===== config.mk =====
export PLATFORM = sky130hd
export DESIGN_NAME = xbar_rr_scheduler
export DESIGN_NICKNAME = d
export VERILOG_FILES = /design/src/rtl/xbar_rr_scheduler_pkg.sv /design/src/rtl/xbar_rr_scheduler_rr_arbiter.sv /design/src/rtl/xbar_rr_scheduler.sv
export SDC_FILE = /design/constraint.sdc
export NUM_CORES = 1
export LEC_CHECK = 0
export BUFFER_PORTS_ARGS = -buffer_cell sky130_fd_sc_hd__buf_2
export CAP_MARGIN = 20
export CORE_MARGIN = 5
export CORE_UTILIZATION = 35
export CTS_CLUSTER_SIZE = 8
export DETAILED_ROUTE_END_ITERATION = 6
export HOLD_SLACK_MARGIN = 0.1
export PLACE_DENSITY_LB_ADDON = 0.08
export SLEW_MARGIN = 20
export SYNTH_ARGS = -nofsm -noshare
export SYNTH_HDL_FRONTEND = slang
export SYNTH_SLANG_ARGS = --single-unit

===== constraint.sdc =====
create_clock -name clk -period 1.2 [get_ports clk]
set_clock_uncertainty 0.15 [all_clocks]
set_input_delay 0.24 -clock clk [delete_from_list [all_inputs] [get_ports clk]]
set_output_delay 0.24 -clock clk [all_outputs]
set_load 0.005 [all_outputs]

===== src/rtl/xbar_rr_scheduler_pkg.sv =====
// xbar_sched_pkg: shared widths, discard code and destination decode for the crossbar scheduler
package xbar_sched_pkg;

    localparam int DEST_DISCARD = 0;

    typedef struct packed {
        logic       valid;
        logic [7:0] idx;
    } dec_t;

    function automatic int dest_w(input int n);
        return $clog2(n + 1);
    endfunction

    function automatic int idx_w(input int n);
        return (n < 2) ? 1 : $clog2(n);
    endfunction

    function automatic dec_t dest_decode(input logic [63:0] word, input int dw, input int n);
        dec_t r;
        int   d;
        d       = int'(word & ((64'd1 << dw) - 64'd1));
        r.valid = (d != DEST_DISCARD) && (d <= n);
        r.idx   = r.valid ? 8'(d - 1) : 8'd0;
        return r;
    endfunction

endpackage


===== src/rtl/xbar_rr_scheduler_rr_arbiter.sv =====
// rr_arbiter: one-output arbiter, round-robin with XBAR_SCHED_RR_EN, fixed lowest-index priority otherwise
module rr_arbiter #(
    parameter int N     = 3,
    parameter int IDX_W = 2
) (
`ifdef XBAR_SCHED_RR_EN
    input  logic             clk,
    input  logic             reset,
`endif
    input  logic [N-1:0]     req,
    output logic [N-1:0]     gnt,
    output logic [IDX_W-1:0] gnt_idx,
    output logic             gnt_vld
);

`ifdef XBAR_SCHED_RR_EN
    logic [IDX_W-1:0] ptr_q, ptr_d;

    // first requester scanning cyclically from the pointer; pointer moves past the winner
    always_comb begin
        gnt     = '0;
        gnt_idx = '0;
        gnt_vld = 1'b0;
        for (int k = 0; k < N; k++) begin
            if (!gnt_vld && req[(int'(ptr_q) + k) % N]) begin
                gnt_vld                      = 1'b1;
                gnt_idx                      = IDX_W'((int'(ptr_q) + k) % N);
                gnt[(int'(ptr_q) + k) % N]   = 1'b1;
            end
        end
        ptr_d = gnt_vld ? ((int'(gnt_idx) == N - 1) ? '0 : gnt_idx + 1'b1) : ptr_q;
    end

    // pointer register, cleared by reset
    always_ff @(posedge clk) begin
        ptr_q <= reset ? '0 : ptr_d;
    end
`else
    // lowest requesting index wins
    always_comb begin
        gnt     = '0;
        gnt_idx = '0;
        gnt_vld = 1'b0;
        for (int k = 0; k < N; k++) begin
            if (!gnt_vld && req[k]) begin
                gnt_vld = 1'b1;
                gnt_idx = IDX_W'(k);
                gnt[k]  = 1'b1;
            end
        end
    end
`endif

endmodule


===== src/rtl/xbar_rr_scheduler.sv =====
// xbar_rr_scheduler: per-output crossbar scheduler with discard and pop hold; XBAR_SCHED_RR_EN selects round-robin
module xbar_rr_scheduler
    import xbar_sched_pkg::*;
#(
    parameter int NUM_PORTS = 3,
    parameter int DATA_W    = 8,
    parameter int DEST_W    = dest_w(NUM_PORTS),
    parameter int IDX_W     = idx_w(NUM_PORTS)
) (
    input  logic                               clk,
    input  logic                               reset,
    input  logic [NUM_PORTS-1:0][DATA_W-1:0]   data,
    input  logic [NUM_PORTS-1:0]               empty,
    input  logic [NUM_PORTS-1:0]               out_ready,
    output logic [NUM_PORTS-1:0]               rdreq,
    output logic [NUM_PORTS-1:0][IDX_W-1:0]    sel,
    output logic [NUM_PORTS-1:0]               out_vld,
    output logic [NUM_PORTS-1:0]               drop
);

    logic [NUM_PORTS-1:0]            rdreq_q, rdreq_d, vld_q, vld_d, drop_q, drop_d;
    logic [NUM_PORTS-1:0][IDX_W-1:0] sel_q, sel_d;
    logic [NUM_PORTS-1:0]            elig, disc, gvld;
    logic [NUM_PORTS-1:0]            req  [NUM_PORTS];
    logic [NUM_PORTS-1:0]            gnt  [NUM_PORTS];
    logic [IDX_W-1:0]                gidx [NUM_PORTS];

    // decode head words; a word popped last cycle is held off so the stale head is not popped twice
    always_comb begin
        dec_t r;
        r    = '0;
        elig = '0;
        disc = '0;
        for (int o = 0; o < NUM_PORTS; o++) req[o] = '0;
        for (int i = 0; i < NUM_PORTS; i++) begin
            r       = dest_decode(64'(data[i]), DEST_W, NUM_PORTS);
            elig[i] = !empty[i] && !rdreq_q[i];
            disc[i] = elig[i] && !r.valid;
            for (int o = 0; o < NUM_PORTS; o++)
                req[o][i] = elig[i] && r.valid && (r.idx == 8'(o)) && out_ready[o];
        end
    end

    for (genvar g = 0; g < NUM_PORTS; g++) begin : g_arb
        rr_arbiter #(.N(NUM_PORTS), .IDX_W(IDX_W)) u_arb (
`ifdef XBAR_SCHED_RR_EN
            .clk     (clk),
            .reset   (reset),
`endif
            .req     (req[g]),
            .gnt     (gnt[g]),
            .gnt_idx (gidx[g]),
            .gnt_vld (gvld[g])
        );
    end

    // merge discards and grants into pops; sel keeps its last value on idle outputs
    always_comb begin
        rdreq_d = disc;
        drop_d  = disc;
        vld_d   = gvld;
        sel_d   = sel_q;
        for (int o = 0; o < NUM_PORTS; o++) begin
            rdreq_d  = rdreq_d | gnt[o];
            sel_d[o] = gvld[o] ? gidx[o] : sel_q[o];
        end
    end

    // registered decision outputs; reset drops any in-flight grant
    always_ff @(posedge clk) begin
        if (reset) begin
            rdreq_q <= '0;
            vld_q   <= '0;
            drop_q  <= '0;
            sel_q   <= '0;
        end else begin
            rdreq_q <= rdreq_d;
            vld_q   <= vld_d;
            drop_q  <= drop_d;
            sel_q   <= sel_d;
        end
    end

    assign rdreq   = rdreq_q;
    assign out_vld = vld_q;
    assign drop    = drop_q;
    assign sel     = sel_q;

endmodule


==> flow_summary.toml <==
[outcome]
status = "finished, violations left"
failed_checks = "setup timing"

[sta]
finalMaxSlewViolations = 0
timing.final.crit_share_pct = 106
hold_viol = 0
setup_slack_ns = -0.0681
relSlewSlack_pct = 82.9
period_needed_ns = 1.27
worst_slew_pin_slew_ns = 0.254
rsz0062_at_grt = "yes"
setup_viol = 2
max_freq_mhz = 789

[die]
fp-row-count = 15
core_um2 = 1760
die_w_um = 53.5
io_pins = 47
dieHeight_um = 53.5
start_util_pct = 37.6
dieArea_um2 = 2860

[worst_setup_path]
crit_path_max_fanout = 4
r2r-end = "rdreq[1]$_SDFF_PP0_"
reg2reg_from = "rdreq[1]$_SDFF_PP0_"
crit_type = "register to output port"
r2r_cells = 4
worst-endpoint-required_ns = 0.81
end_kind = "output port"
start_kind = "register"
crit_start = "rdreq[2]$_SDFF_PP0_"
arrival_ns = 0.88
r2r_slack_ns = 0

[power_and_ir_drop]
total_power_uw = 1020
p_per_area_nw_per_um2 = 988
peakVddDrop_v = 0.000540
power_leakage_uw = 0.000441

[placed_design]
hpwl_um = 1330
place_ws_ns = -0.0707
gp_congestion = 0.709
postPlaceCellArea_um2 = 898
io_buffers = 28

[clock_tree]
cts_buffer_depth = 2
htree_levels = 1
cts_buffers = 3
insertion_delay_ns = 0.28
cts.clk_slew.worst_paths_ns = 0.09
cts_sinks = 15
cts_tree = "built"
cts_root_buf = "clkbuf_4"

[yosys]
yosys_warnings = 0
synth.area.mux_share_pct = 0
yosys.area_share.xor_xnor_pct = 0
synth_compound_area_share_pct = 14.3
synth-simple-area-share_pct = 39.2
synth_top_family_by_area = "simple AND/OR/NAND/NOR gates"
synth_area_um2 = 663
synthAdderAreaFrac_pct = 0
ys_types = 26
synth.net_count = 103
syn_inst = 71
postSynthRegisterBits = 15
yosysSeqAreaShare_pct = 45.3
synth_area_per_cell_um2 = 9.34

[min_path]
hold_path_startpoint = "empty[0]"
hold_path_depth = 3
min_to = "drop[0]$_SDFF_PP0_"
hold_class = "primary input to register"

[grt]
grtUsageTotal_pct = 14.2
gr-total-overflow = 0
grt_pass1_vias = 688
grt_pass1_wl_um = 2920
grt_max_degree = 15
antenna_found_initial = 0

[job]
cap_viol_max_count = 0

[drt]
initialDrtViolationCount = 10
final_antenna_net_count = 0
routed_via_density = 5.16
routed_wl_um = 1920
drc = 0
firstDrtPassIters = 4
routed-via-count = 728
wl_per_cell_um = 13.6

[finish]
final_cell_area_um2 = 1030
antenna_cells = 0
area_growth_pct = 55.7
drive_gt1_share_pct = 47.4
postLayoutCoreUtil_pct = 58.5
fin_nets = 149
==> layout make-up <==
cell class,count,area [um^2]
Clock buffer,3,22.5
Clock inverter,1,5.00
Fill cell,198,732
Inverter,1,3.75
Multi-Input combinational cell,54,385
Sequential cell,15,309
Tap cell,25,31.3
Timing Repair Buffer,42,275
==> report_power, final <==
group	switching (uW)	internal (uW)	leakage (uW)	total [uW]
clock	160	124	0.0000177	284
sequential	15.5	517	0.000124	533
combinational	98.3	105	0.000300	203
==> cell usage in the layout (no fill, tap or decap) <==
cell           instances
a21oi_1                4
a21oi_2                1
a31oi_1                8
and4_1                 1
and4b_1                2
buf_2                 26
buf_4                  8
buf_6                  4
clkbuf_4               3
clkinv_2               1
dfxtp_1               12
dfxtp_2                1
dfxtp_4                2
dlygate4sd3_1          4
inv_1                  1
nand2_1                3
nand2b_1               4
nand3_1                3
nand3_2                2
nand3b_1               1
nand4_1                2
nand4_2                1
nand4b_1               3
nor2_1                 3
nor2_4                 3
nor2b_2                1
nor3_1                 1
nor3_2                 1
nor3_4                 1
nor3b_1                2
nor4_1                 3
nor4b_1                1
o211ai_1               2
o21ai_0                1
==> worst max-delay path: stages (launching register included) <==
cell,delay (ns)
dfxtp_4,0.38
buf_6,0.12
buf_6,0.10
==> metal layers <==
layer / part of all wire (%) / GRT usage (%) / routed length, um
met5: 0 / 0 / 0
met4: 0.88 / 8.51 / 17
met3: 7.7 / 3.66 / 148
met2: 50 / 22.0 / 961
met1: 41 / 17.4 / 794
==> logic make-up (layout without fill, tap and decap cells) <==
kind of cell / after synthesis / in the layout
AO/OA/AOI/OAI: 16 / 16
buffers and inverters: 2 / 47
flip-flops: 15 / 15
AND/OR/NAND/NOR: 38 / 38
==> sequential cells by signal, indices dropped and copies added (netlist names) <==
register / count
sel: 6
drop: 3
out_vld: 3
rdreq: 3
==> worst max-delay path by stage <==
stage	end	cells after the start
2_1_floorplan	sel[2]$_SDFFE_PP0P_	4
3_3_place_gp	rdreq[1]$_SDFF_PP0_	5
3_5_place_dp	rdreq[1]$_SDFF_PP0_	5
4_1_cts	rdreq[2]	2
5_1_grt	rdreq[2]	2
6_report	rdreq[2]	2
==> per-stage QoR <==
step / std cells / TNS, ns / hold slack (ns)
floorplan: 71 / 0 / 0.166
global placement: 132 / -0.306 / 0.288
detailed placement: 132 / -0.378 / 0.302
CTS: 140 / -0.241 / 0.118
global route: 141 / -0.399 / 0.122
finish: 141 / -0.0706 / 0.131
==> what timing repair did <==
action	4_1_cts	5_1_grt
endpoints found under the hold margin	3	0
pin swaps	5	8
setup endpoints to repair	10	14
gates resized for setup	7	8
setup buffers	0	1
hold buffers	4	0
==> synthesized netlist by cell type <==
cell type / number / area share (%)
dfxtp_1: 15 / 45
nor4_1: 3 / 2.8
nand2_1: 3 / 1.7
a31oi_1: 8 / 7.5
o21ai_0: 1 / 0.75
nand3b_1: 1 / 1.1
nand2b_1: 4 / 3.8
and4_1: 1 / 1.3
nor2_1: 3 / 1.7
nand3_1: 4 / 3.0
nand4_2: 1 / 1.9
nor3_1: 2 / 1.5
a21oi_1: 5 / 3.8
nor2_4: 1 / 1.7
nor2b_2: 1 / 1.3
inv_1: 1 / 0.57
nor3_2: 1 / 1.5
buf_1: 1 / 0.57
nand4_1: 2 / 1.9
nand4b_1: 3 / 4.0
nand3_2: 1 / 1.5
nor3b_1: 2 / 2.3
nor4b_1: 1 / 1.3
and4b_1: 2 / 3.0
o211ai_1: 2 / 2.3
nor2_2: 2 / 1.9
Note: power is estimated with default switching activity, not from simulation.
